**config.mk**
```make
export PLATFORM = sky130hd
export DESIGN_NAME = uart_ctrl_seq
export DESIGN_NICKNAME = d
export VERILOG_FILES = /design/src/rtl/uart_ctrl_seq.sv
export SDC_FILE = /design/constraint.sdc
export NUM_CORES = 1
export LEC_CHECK = 0
export BUFFER_PORTS_ARGS = -buffer_cell sky130_fd_sc_hd__buf_2
export CAP_MARGIN = 20
export CORE_MARGIN = 10
export CORE_UTILIZATION = 42
export CTS_BUF_LIST = sky130_fd_sc_hd__clkbuf_4 sky130_fd_sc_hd__clkbuf_8 sky130_fd_sc_hd__clkbuf_16
export CTS_CLUSTER_DIAMETER = 120
export DETAILED_ROUTE_END_ITERATION = 8
export GPL_TIMING_DRIVEN = 0
export PLACE_DENSITY = 0.76
export SKIP_LAST_GASP = 1
export SYNTH_ARGS = -nofsm -noshare
export SYNTH_HDL_FRONTEND = slang
export SYNTH_SLANG_ARGS = --single-unit
export TNS_END_PERCENT = 100
```
**constraint.sdc**
```tcl
create_clock -name clk_pi -period 2 [get_ports clk_pi]
set_input_delay 0.2 -clock clk_pi [delete_from_list [all_inputs] [get_ports clk_pi]]
set_output_delay 0.2 -clock clk_pi [all_outputs]
set_load 0.02 [all_outputs]
```
**src/rtl/uart_ctrl_seq.sv**
```systemverilog
// uart_ctrl_seq
// Command sequencer between the board buttons/switches and the UART datapath.
// It turns single-cycle button pulses into TX FIFO writes, burst transmits of
// the whole TX FIFO, single-byte reads to the LEDs and flushes of both FIFOs.
// It is the only block that drives the FIFO read/write/clear strobes and the
// transmitter start strobe.
//
// Optional feature macro: UART_CTRL_STATUS_EN
//   When defined, adds err_po[1:0], both bits sticky:
//     bit0 = write attempted while the TX FIFO was full
//     bit1 = read attempted while the selected FIFO was empty
//   Both bits are cleared by btn_clear_pi or by reset.
//
// Ports:
//   clk_pi, rst              UART-domain clock, synchronous active-low reset
//   btn_*_pi                 debounced single-cycle button pulses
//   switch_read_pi           read source: 0 = TX FIFO, 1 = RX FIFO
//   data_in_pi               switch bus; only the low DATA_W bits are used
//   txf_*                    TX FIFO push/pop/flush strobes, data and flags
//   rxf_*                    RX FIFO pop/flush strobes, data and empty flag
//   tx_start_po, tx_data_po  transmitter start pulse and held byte
//   tx_busy_pi               transmitter busy
//   leds_po                  last byte read
//   busy_po                  high whenever the sequencer is not idle
//   err_po                   sticky error flags (UART_CTRL_STATUS_EN only)

module uart_ctrl_seq #(
    parameter int DATA_W    = 8,
    parameter int DATA_IN_W = 32
) (
    input  logic                 clk_pi,
    input  logic                 rst,
    input  logic                 btn_write_pi,
    input  logic                 btn_send_pi,
    input  logic                 btn_read_pi,
    input  logic                 btn_clear_pi,
    input  logic                 switch_read_pi,
    input  logic [DATA_IN_W-1:0] data_in_pi,
    output logic                 txf_wr_en_po,
    output logic [DATA_W-1:0]    txf_wdata_po,
    output logic                 txf_rd_en_po,
    input  logic [DATA_W-1:0]    txf_rdata_pi,
    input  logic                 txf_empty_pi,
    input  logic                 txf_full_pi,
    output logic                 txf_clr_po,
    output logic                 rxf_rd_en_po,
    input  logic [DATA_W-1:0]    rxf_rdata_pi,
    input  logic                 rxf_empty_pi,
    output logic                 rxf_clr_po,
    output logic                 tx_start_po,
    output logic [DATA_W-1:0]    tx_data_po,
    input  logic                 tx_busy_pi,
    output logic [DATA_W-1:0]    leds_po,
`ifdef UART_CTRL_STATUS_EN
    output logic [1:0]           err_po,
`endif
    output logic                 busy_po
);

    // The FIFOs have one cycle of read latency, so every pop is followed by a
    // FETCH state before the popped byte is consumed.
    typedef enum logic [2:0] {
        IDLE,
        SEND_POP,
        SEND_FETCH,
        SEND_LOAD,
        SEND_ACK,
        SEND_WAIT,
        READ_FETCH,
        READ_CAP
    } state_t;

    state_t state;

    // Remembers which FIFO was popped so the capture uses the matching data
    // even if the switch moves while the read is in flight.
    logic read_src;

    logic sel_empty;
    assign sel_empty = switch_read_pi ? rxf_empty_pi : txf_empty_pi;

    logic unused_data_bits;
    assign unused_data_bits = ^data_in_pi[DATA_IN_W-1:DATA_W];

    always_ff @(posedge clk_pi) begin
        if (!rst) begin
            state        <= IDLE;
            read_src     <= 1'b0;
            txf_wr_en_po <= 1'b0;
            txf_wdata_po <= '0;
            txf_rd_en_po <= 1'b0;
            txf_clr_po   <= 1'b0;
            rxf_rd_en_po <= 1'b0;
            rxf_clr_po   <= 1'b0;
            tx_start_po  <= 1'b0;
            tx_data_po   <= '0;
            leds_po      <= '0;
            busy_po      <= 1'b0;
        end else begin
            txf_wr_en_po <= 1'b0;
            txf_rd_en_po <= 1'b0;
            txf_clr_po   <= 1'b0;
            rxf_rd_en_po <= 1'b0;
            rxf_clr_po   <= 1'b0;
            tx_start_po  <= 1'b0;

            // Clear overrides everything, in every state; because it pre-empts
            // SEND_LOAD, a pending transmitter start is never issued.
            if (btn_clear_pi) begin
                state      <= IDLE;
                busy_po    <= 1'b0;
                txf_clr_po <= 1'b1;
                rxf_clr_po <= 1'b1;
                leds_po    <= '0;
            end else begin
                case (state)
                    IDLE: begin
                        if (btn_send_pi) begin
                            state   <= SEND_POP;
                            busy_po <= 1'b1;
                        end else if (btn_write_pi) begin
                            if (!txf_full_pi) begin
                                txf_wr_en_po <= 1'b1;
                                txf_wdata_po <= data_in_pi[DATA_W-1:0];
                            end
                        end else if (btn_read_pi && !sel_empty) begin
                            read_src     <= switch_read_pi;
                            txf_rd_en_po <= ~switch_read_pi;
                            rxf_rd_en_po <= switch_read_pi;
                            state        <= READ_FETCH;
                            busy_po      <= 1'b1;
                        end
                    end
                    SEND_POP: begin
                        if (txf_empty_pi) begin
                            state   <= IDLE;
                            busy_po <= 1'b0;
                        end else begin
                            txf_rd_en_po <= 1'b1;
                            state        <= SEND_FETCH;
                        end
                    end
                    SEND_FETCH: state <= SEND_LOAD;
                    SEND_LOAD: begin
                        tx_data_po  <= txf_rdata_pi;
                        tx_start_po <= 1'b1;
                        state       <= SEND_ACK;
                    end
                    // Wait for the transmitter to acknowledge, then to finish,
                    // before popping the next byte.
                    SEND_ACK: begin
                        if (tx_busy_pi) state <= SEND_WAIT;
                    end
                    SEND_WAIT: begin
                        if (!tx_busy_pi) state <= SEND_POP;
                    end
                    READ_FETCH: state <= READ_CAP;
                    READ_CAP: begin
                        leds_po <= read_src ? rxf_rdata_pi : txf_rdata_pi;
                        state   <= IDLE;
                        busy_po <= 1'b0;
                    end
                    default: begin
                        state   <= IDLE;
                        busy_po <= 1'b0;
                    end
                endcase
            end
        end
    end

`ifdef UART_CTRL_STATUS_EN
    // Errors are only attempts that actually win arbitration in IDLE; buttons
    // ignored during a sequence or beaten by a higher priority one do not count.
    always_ff @(posedge clk_pi) begin
        if (!rst || btn_clear_pi) begin
            err_po <= 2'b00;
        end else if (state == IDLE && !btn_send_pi) begin
            if (btn_write_pi) begin
                if (txf_full_pi) err_po[0] <= 1'b1;
            end else if (btn_read_pi && sel_empty) begin
                err_po[1] <= 1'b1;
            end
        end
    end
`endif

endmodule

```
==> out/metrics.yaml, run 1 <==
vias_per_cell: 5.11
startpoint_type: "flop"
dieArea_um2: 6310
place_area_um2: 1870
fin_worst_skew_ns: 0.00780
combPwrFrac_pct: 12.7
drv_slew: 0
critical-path-slowest-cell: "nor4_1"
async_flop_share_pct: 0
yosysTopAreaCell: "dfxtp_1"
cp_common_cell: "clkbuf_1"
chipHeight_um: 79.4
multi_input_area_um2: 723
p_sw_mw: 0.307
first_pass_iters: 4
pwr-share-clk_pct: 30.7
power.share.switching_pct: 25.1
gp_routability_congestion: 0.803
max-cap-violations: 0
dp_slack_ns: 0.272
rsz0062_at_grt: "false"
synthFlopType: "dfxtp_1"
cpPeakStageDelay_ns: 0.41
tightest_slew_ns: 1.00
synth_cell_types: 34
final_area_um2: 1920
cp.depth: 5
seq_power_share_pct: 56.6
syn-cell-area_um2: 1480
yosysSeqAreaShare_pct: 45.9
synth_fp_nets: 216
drive_above_1_share_pct: 34.2
outcome: "finished clean"
crit_type: "reg2reg"
setup_violations: 0
layout_setup_ws_ns: 0.293
gr-total-overflow: 0
r2r_slack_ns: 0.29
power.density_nw_per_um2: 638
clk-insertion-delay-late_ns: 0.33
wl_per_cell_um: 14.7
die-width_um: 79.4
layout_min_cycle_time_ns: 1.71
path_delay_family: "buffers and inverters"
synth-edff-count: 0
cts_made_buffers: 5
core_area_um2: 3360
portBuffers: 65
synth_area_per_cell_um2: 9.44
areaGrowthSynthToFinish_pct: 29.3
ant_nets: 0
ys_ff_latch: 34
crit_chain: "clkbuf_1, nor4_1, clkbuf_1, nand3_1, a21boi_0"
seq_area_um2: 681
fp-row-count: 21
fill_cells: 317
p_leak_nw: 0.817
post_cts_buffers: 0
crit_path_max_fanout: 10
cts_tree: "yes"
cts_hold_buffers: 0
yosysMostFrequentCell: "dfxtp_1"
relSlewSlack_pct: 33.0
clkSlewWorstSetupHoldPaths_ns: 0.10
p_int_mw: 0.916
max-clock-path-buffers: 2
grt_first_pass_wirelength_um: 6730
post-route-period-util_pct: 85.4
grtUsageMet3_pct: 7.77
grt_pass1_vias: 1458
worst_setup_path_end_kind: "flop"
critPathBufInv: 2
synthTopCellsByCount: "dfxtp_1, mux2i_1, nor2_1, nor2b_1"
ios: 90
cp.required_ns: 2.27
cts_max_level: 2
worst-r2r-cell-count: 5
hold_violations: 0
ctsRootBufferMaster: "clkbuf_4"
dpl.hpwl_um: 3140
busiest_layer: "met2"
yosysWarnings: 0
place_inst: 268
fin_cells: 274
drt_iter0_drc: 82
final_nets: 288
cp_data_arrival_time_ns: 1.98
num_antenna_cells: 0
grt_max_degree: 11
start_util_pct: 44.1
met2_usage_pct: 19.4
route.detailed.drc: 0
tns_ns: 0
cts_sinks: 34
hold_path.class: "in2reg"
irDropWorstVdd_v: 0.000339
cts_resized: 0
vias: 1399
holdPathStages: 3
synth_area_leaders: "dfxtp_1, mux2i_1, nor2b_1"
routed_wl_um: 4020
grt_util_all_layers_pct: 13.2
synth_top_area_share_pct: 45.9
grt_util_met1_pct: 15.0
synth_cells: 157
antenna_found_initial: 0
max_freq_ghz: 0.586
## cell families after synthesis
family / synth area share, %
buffers and inverters: 5.32
DFF: 45.9
and+or+nand+nor: 19.8
AOI/OAI and AO/OA: 16.8
muxes: 12.2
## worst register-to-register path, stage by stage (launching register included)
cell,delay [ns]
dfxtp_1,0.34
clkbuf_1,0.21
nor4_1,0.41
clkbuf_1,0.39
nand3_1,0.13
a21boi_0,0.17
## cells in the final DEF, fill, tap and decap left out
master    synthesis  final
buf_2             3     68
dfxtp_1          34     34
mux2i_1          18     18
nor2_1           11     11
nor2b_1          11     11
nand3_1           9      9
o21ai_0           9      9
clkbuf_1          8      8
a211oi_1          8      8
a21boi_0          5      5
clkbuf_4          0      5
nand2b_1          4      4
nand2_1           4      4
a21boi_1          3      3
inv_1             3      3
o21bai_1          3      3
and3_1            2      2
nor4_1            2      2
a221oi_1          2      2
and2_1            2      2
a21oi_1           2      2
nor3b_1           1      1
or4_4             1      1
buf_6             1      1
or3b_2            1      1
buf_1             1      1
nor4bb_1          1      1
a31oi_1           1      1
a311o_1           1      1
o32ai_1           1      1
o22a_1            1      1
or4b_1            1      1
or4_1             1      1
or3_1             1      1
buf_4             1      1
clkbuf_8          0      1
## power by group through the flow
stage          logic, mW  clock network (mW)  registers [mW]
2_1_floorplan     0.0789                   0           0.717
3_3_place_gp       0.154                   0           0.708
3_5_place_dp       0.156                   0           0.708
4_1_cts            0.156               0.391           0.692
5_1_grt            0.174               0.416           0.694
6_report           0.156               0.375           0.692
## final timing paths
| path | start | endpoint |
|---|---|---|
| min reg2reg | txf_wdata_po[2] | txf_wdata_po[2] |
| min | data_in_pi[5] | txf_wdata_po[5] |
| max | state[0] | txf_wdata_po[4] |
| max reg2reg | state[0] | txf_wdata_po[4] |
## layout make-up
class | instances | share of cell area, %
buffer | 14 | 3.52
clock buffer | 6 | 2.68
inverter | 3 | 0.587
multi-input combinational | 106 | 37.7
sequential | 34 | 35.5
tap | 46 | 3.00
timing repair buffer | 65 | 17.0
## registers in the layout, indices dropped and copies added, names as in the netlist
signal,count
busy_po,1
leds_po,8
read_src,1
rxf_clr_po,1
rxf_rd_en_po,1
state,3
tx_data_po,8
tx_start_po,1
txf_rd_en_po,1
txf_wdata_po,8
txf_wr_en_po,1
## per-layer routing
metal  up-vias  routed length (um)
met5         -                   0
met4         0                  44
met3         5                 502
met2        55                1750
met1       638                1730
li1        701                   -
## stage by stage
stage | power (mW) | hold slack (ns) | util, %
2_1_floorplan | 0.796 | 0.318 | -
3_3_place_gp | 0.861 | 0.460 | 55.5
3_5_place_dp | 0.864 | 0.463 | 55.5
4_1_cts | 1.24 | 0.0947 | 57.0
5_1_grt | 1.28 | 0.102 | 57.0
6_report | 1.22 | 0.109 | 57.0
Power figures use the tool's default switching activity.
==> inputs of run 2 (changes only) <==
PLACE_DENSITY = unset   (was 0.76)
PLACE_DENSITY_LB_ADDON = 0.2   (was unset)
SETUP_SLACK_MARGIN = 0.5   (was unset)
==> out/metrics.yaml, run 2 (synthesis results as in run 1) <==
outcome: "finished clean"
dp_slack_ns: 0.229  # -0.0427 ns
post-route-period-util_pct: 79.8  # -5.6 points
cp.required_ns: 2.21  # -0.06 ns
cp_data_arrival_time_ns: 1.81  # -0.17 ns
crit_path_max_fanout: 3  # -7
clk-insertion-delay-late_ns: 0.32  # about the same
core_area_um2: 3360  # unchanged
worstReg2RegStart: "state[1]"
setup_violations: 0  # unchanged
die-width_um: 79.4  # unchanged
startpoint_type: "flop"
critPathLaunch: "state[1]"
pwr-share-clk_pct: 29.3  # -1.4 points
max-clock-path-buffers: 2  # unchanged
ios: 90  # unchanged
gp_routability_congestion: 0.802  # -0.15%
vias: 1384  # -1.1%
portBuffers: 65  # unchanged
drv_slew: 0  # unchanged
vias_per_cell: 5.01  # -1.8%
crit_type: "reg2reg"
irDropWorstVdd_v: 0.000409  # +21%
ctsRootBufferMaster: "clkbuf_4"
areaGrowthSynthToFinish_pct: 34.9
ant_nets: 0  # unchanged
power.share.switching_pct: 24.6  # -0.51 points
p_int_mw: 0.931  # +1.7%
critPathBufInv: 0  # -2
layout_commonest_cell: "buf_2"
drive_above_1_share_pct: 40.4  # +6.2 points
layout_common_cells: "buf_2, dfxtp_1, mux2i_1, nor2_1, nor2b_1"
wl_per_cell_um: 14.6  # -0.43%
seq_power_share_pct: 56.1  # -0.5 points
power_mw: 1.23  # +1.0%
chipHeight_um: 79.4  # unchanged
num_antenna_cells: 0  # unchanged
layout_min_cycle_time_ns: 1.60  # -0.111 ns
max_freq_ghz: 0.626  # +7.0%
power.density_nw_per_um2: 618  # -3.2%
cts_sinks: 34  # unchanged
fin_worst_skew_ns: 0.00602  # -0.00178 ns
final_nets: 290  # +0.69%
route.detailed.drc: 0  # unchanged
routed_wl_um: 4040  # +0.30%
combPwrFrac_pct: 14.5  # +1.8 points
relSlewSlack_pct: 33.7  # +0.69 points
fin_cells: 276  # +0.73%
path_delay_family: "simple AND/OR/NAND/NOR gates"
drt_iter0_drc: 50  # -39%
antenna_found_initial: 0  # unchanged
p_leak_nw: 0.854  # +4.6%
place_inst: 268  # unchanged
critical-path-slowest-cell: "or4_4"
hold_violations: 0  # unchanged
hold_path.class: "in2reg"
grt_max_degree: 11  # unchanged
worst_setup_path_end_kind: "flop"
start_util_pct: 44.1  # unchanged
cts_made_buffers: 5  # unchanged
first_pass_iters: 4  # unchanged
dpl.hpwl_um: 3140  # +0.12%
max-cap-violations: 0  # unchanged
clkSlewWorstSetupHoldPaths_ns: 0.09  # about the same
cts_tree: "yes"
rsz0062_at_grt: "true"
grt_pass1_vias: 1386  # -4.9%
tightest_slew_ns: 0.992  # -0.0104 ns
tns_ns: 0  # unchanged
cpPeakStageDelay_ns: 0.52  # +0.11 ns
biggestRegsByFlops: "leds_po: 8 flops, tx_data_po: 8 flops, txf_wdata_po: 8 flops"
cts_max_level: 2  # unchanged
min_from: "data_in_pi[2]"
grt_first_pass_wirelength_um: 6400  # -4.9%
layout_setup_ws_ns: 0.404  # +0.111 ns
p_sw_mw: 0.303  # -1.1%
crit_chain: "or4_4, or4b_4, mux2i_1"
fp-row-count: 21  # unchanged
gr-total-overflow: 0  # unchanged
grt_util_all_layers_pct: 12.5  # -0.64 points
dieArea_um2: 6310  # unchanged
## run 2: final timing paths
check / to / slack (ns) / cells after the start
worst max-delay path: read_src / 0.40 / 3
worst min-delay path: txf_wdata_po[2] / 0.12 / 3
worst max register to register: read_src / 0.40 / 3
worst min register to register: txf_wdata_po[3] / 0.46 / 2
## run 2: what timing repair did
action / in CTS / in global routing
hold buffers: 0 / 0
resized for setup: 9 / 29
cloned: 0 / 0
setup endpoints to repair: 20 / 17
setup buffers: 2 / 0
pin swaps: 3 / 3
## run 2: layout make-up
class | instances | area (um^2)
plain buffers | 14 | 88.8
clock buffers | 6 | 51.3
fillers | 347 | 1360
inverters | 3 | 11.3
multi-input cells | 106 | 764
flip-flops and latches | 34 | 682
well taps | 46 | 57.6
repair buffers | 67 | 344
## run 2: power by group through the flow
stage / sequential, mW / clock, mW / combinational (mW)
floorplan: 0.717 / 0 / 0.0790
global placement: 0.708 / 0 / 0.155
detailed placement: 0.708 / 0 / 0.156
CTS: 0.693 / 0.373 / 0.166
global route: 0.695 / 0.390 / 0.197
finish: 0.693 / 0.362 / 0.180
## run 2: worst min-delay path: stages
cell and delay [ns]:
buf_2 0.09, nand3_1 0.05, a21boi_1 0.05
## run 2: metal layers
layer	track usage (%)	vias to the layer above	part of all wire [%]
li1	-	702	-
met1	14.0	624	41
met2	19.8	53	47
met3	7.09	5	12
met4	3.76	0	0.94
met5	0	-	0
## run 2: metrics by stage
stage | area [um^2] | hold slack (ns) | utilization, %
after global placement | 1870 | 0.464 | 55.5
after floorplan | 1480 | 0.318 | -
final | 2000 | 0.123 | 59.4
after detailed placement | 1870 | 0.465 | 55.5
after global routing | 2000 | 0.123 | 59.4
after CTS | 1950 | 0.115 | 58.1
==> inputs of run 3 (changes only) <==
clock period = 1.52 ns   (was 2 ns; I/O delays follow)
==> out/metrics.yaml, run 3 (synthesis results as in run 1) <==
outcome: "finished, violations left"
violations: "negative setup slack"
cts_tree: "yes"
max-clock-path-buffers: 2  # unchanged
cpPeakStageDelay_ns: 0.52  # about the same
final_nets: 310  # +6.9%
cts_made_buffers: 5  # unchanged
antenna_found_initial: 0  # unchanged
place_inst: 268  # unchanged
max_freq_ghz: 0.623  # -0.60%
fill_cells: 246  # -29%
seq_power_share_pct: 49.0  # -7.1 points
tightest_slew_ns: 0.747  # -0.245 ns
fin_worst_skew_ns: 0.0188  # +0.0128 ns
post-route-period-util_pct: 106  # +26 points
p_int_mw: 1.39  # +49%
hold_violations: 0  # unchanged
first_pass_iters: 4  # unchanged
critPathBufInv: 1  # +1
cp_data_arrival_time_ns: 1.90  # +0.09 ns
ios: 90  # unchanged
vias_per_cell: 5.31  # +5.9%
fp-row-count: 21  # unchanged
layout_min_cycle_time_ns: 1.61  # +0.00957 ns
gr-total-overflow: 0  # unchanged
pwr-share-clk_pct: 33.5  # +4.2 points
drv_slew: 0  # unchanged
cts_max_level: 2  # unchanged
path_delay_family: "simple AND/OR/NAND/NOR gates"
cts_hold_buffers: 0  # unchanged
core_area_um2: 3360  # unchanged
rsz0062_at_grt: "true"
grt_max_degree: 11  # unchanged
ctsRootBufferMaster: "clkbuf_4"
cp_common_cell: "or4_4"
portBuffers: 65  # unchanged
clk-insertion-delay-late_ns: 0.35  # +0.03 ns
fin_hold_ws_ns: 0.0370  # -0.0862 ns
grt_pass1_vias: 1634  # +18%
crit_type: "reg2reg"
combPwrFrac_pct: 17.4  # +2.9 points
relSlewSlack_pct: 50.2  # +16 points
start_util_pct: 44.1  # unchanged
clkSlewWorstSetupHoldPaths_ns: 0.12  # +0.03 ns
p_sw_mw: 0.477  # +57%
chipHeight_um: 79.4  # unchanged
grt_first_pass_wirelength_um: 7710  # +20%
areaGrowthSynthToFinish_pct: 75.2
power_mw: 1.86  # +51%
setup_violations: 2  # +2
biggestRegsByFlops: "leds_po: 8 flops, tx_data_po: 8 flops, txf_wdata_po: 8 flops"
route.detailed.drc: 0  # unchanged
drive_above_1_share_pct: 65.9  # +25 points
layout_setup_ws_ns: -0.0860  # -0.490 ns
final_area_um2: 2600  # +30%
place_area_um2: 1960  # +4.8%
fin_cells: 298  # +8.0%
max-cap-violations: 0  # unchanged
power.share.switching_pct: 25.6  # +1.0 points
dieArea_um2: 6310  # unchanged
irDropWorstVdd_v: 0.000559  # +37%
startpoint_type: "flop"
wl_per_cell_um: 17.2  # +18%
cp.required_ns: 1.81  # -0.40 ns
drt_iter0_drc: 116  # +130%
num_antenna_cells: 0  # unchanged
worst_setup_path_end_kind: "flop"
crit_path_max_fanout: 2  # -1
grt_util_all_layers_pct: 15.2  # +2.7 points
gp_routability_congestion: 0.780  # -2.8%
p_leak_nw: 1.07  # +25%
vias: 1582  # +14%
cts_sinks: 34  # unchanged
layout_common_cells: "buf_4, buf_2, dfxtp_2, buf_6, mux2i_1"
power.density_nw_per_um2: 717  # +16%
dpl.hpwl_um: 3130  # -0.17%
routed_wl_um: 5130  # +27%
critical-path-slowest-cell: "or4_4"
crit_chain: "or4_4, buf_6, or4_4, a21oi_2"
multi_input_area_um2: 935  # +22%
seq_area_um2: 716  # +5.0%
hold_path.class: "in2reg"
die-width_um: 79.4  # unchanged
ant_nets: 0  # unchanged
## run 3: cell types whose count changed in the layout (fill, tap and decap cells not counted), moves of 7 or more
cell,change
dfxtp_1,-25
buf_6,+16
a211oi_1,-8
buf_4,+29
buf_2,-33
dfxtp_2,+24
a211oi_2,+8
nor2_1,-8
nor2_4,+7
## run 3: final timing paths
check                  start  slack [ns]  cells after the start              end
max                 state[0]       -0.09                      4     txf_rd_en_po
min            data_in_pi[4]        0.04                      3  txf_wdata_po[4]
max reg2reg         state[0]       -0.09                      4     txf_rd_en_po
min reg2reg  txf_wdata_po[7]        0.47                      2  txf_wdata_po[7]
## run 3: final cells by class
cell class	count	share of cell area, %
Buffer	14	5.83
Clock buffer	8	3.03
Inverter	3	0.434
Multi-Input combinational cell	106	36.0
Sequential cell	34	27.6
Tap cell	46	2.22
Timing Repair Buffer	87	25.0
## run 3: repair_timing
| item | in CTS | in global routing |
|---|---|---|
| buffers inserted | 13 | 5 |
| setup endpoints to repair | 38 | 64 |
| resized for setup | 62 | 76 |
| gates cloned | 3 | 0 |
| pin swaps | 29 | 11 |
## run 3: layer usage
layer / wire, um / track usage (%)
met1: 2100 / 17.4
met2: 2480 / 23.2
met3: 520 / 8.11
met4: 41 / 6.45
met5: 0 / 0
## run 3: worst reg2reg max path: stages (launching register included)
cell and delay [ns]:
dfxtp_2 0.35, or4_4 0.53, buf_6 0.14, or4_4 0.41
a21oi_2 0.13
## run 3: power groups by stage
stage	combinational (mW)	clock, mW	sequential, mW
finish	0.325	0.625	0.913
global route	0.348	0.684	0.915
CTS	0.295	0.637	0.912
detailed placement	0.230	0	0.933
global placement	0.229	0	0.932
floorplan	0.127	0	0.944
## run 3: metrics by stage
stage / setup TNS, ns / utilization [%] / setup slack, ns
after CTS: -0.146 / 70.3 / -0.0791
after floorplan: -0.100 / - / -0.0548
final: -0.171 / 77.2 / -0.0860
after global placement: -0.271 / 58.1 / -0.146
after global routing: -0.443 / 77.2 / -0.102
after detailed placement: -0.305 / 58.1 / -0.160
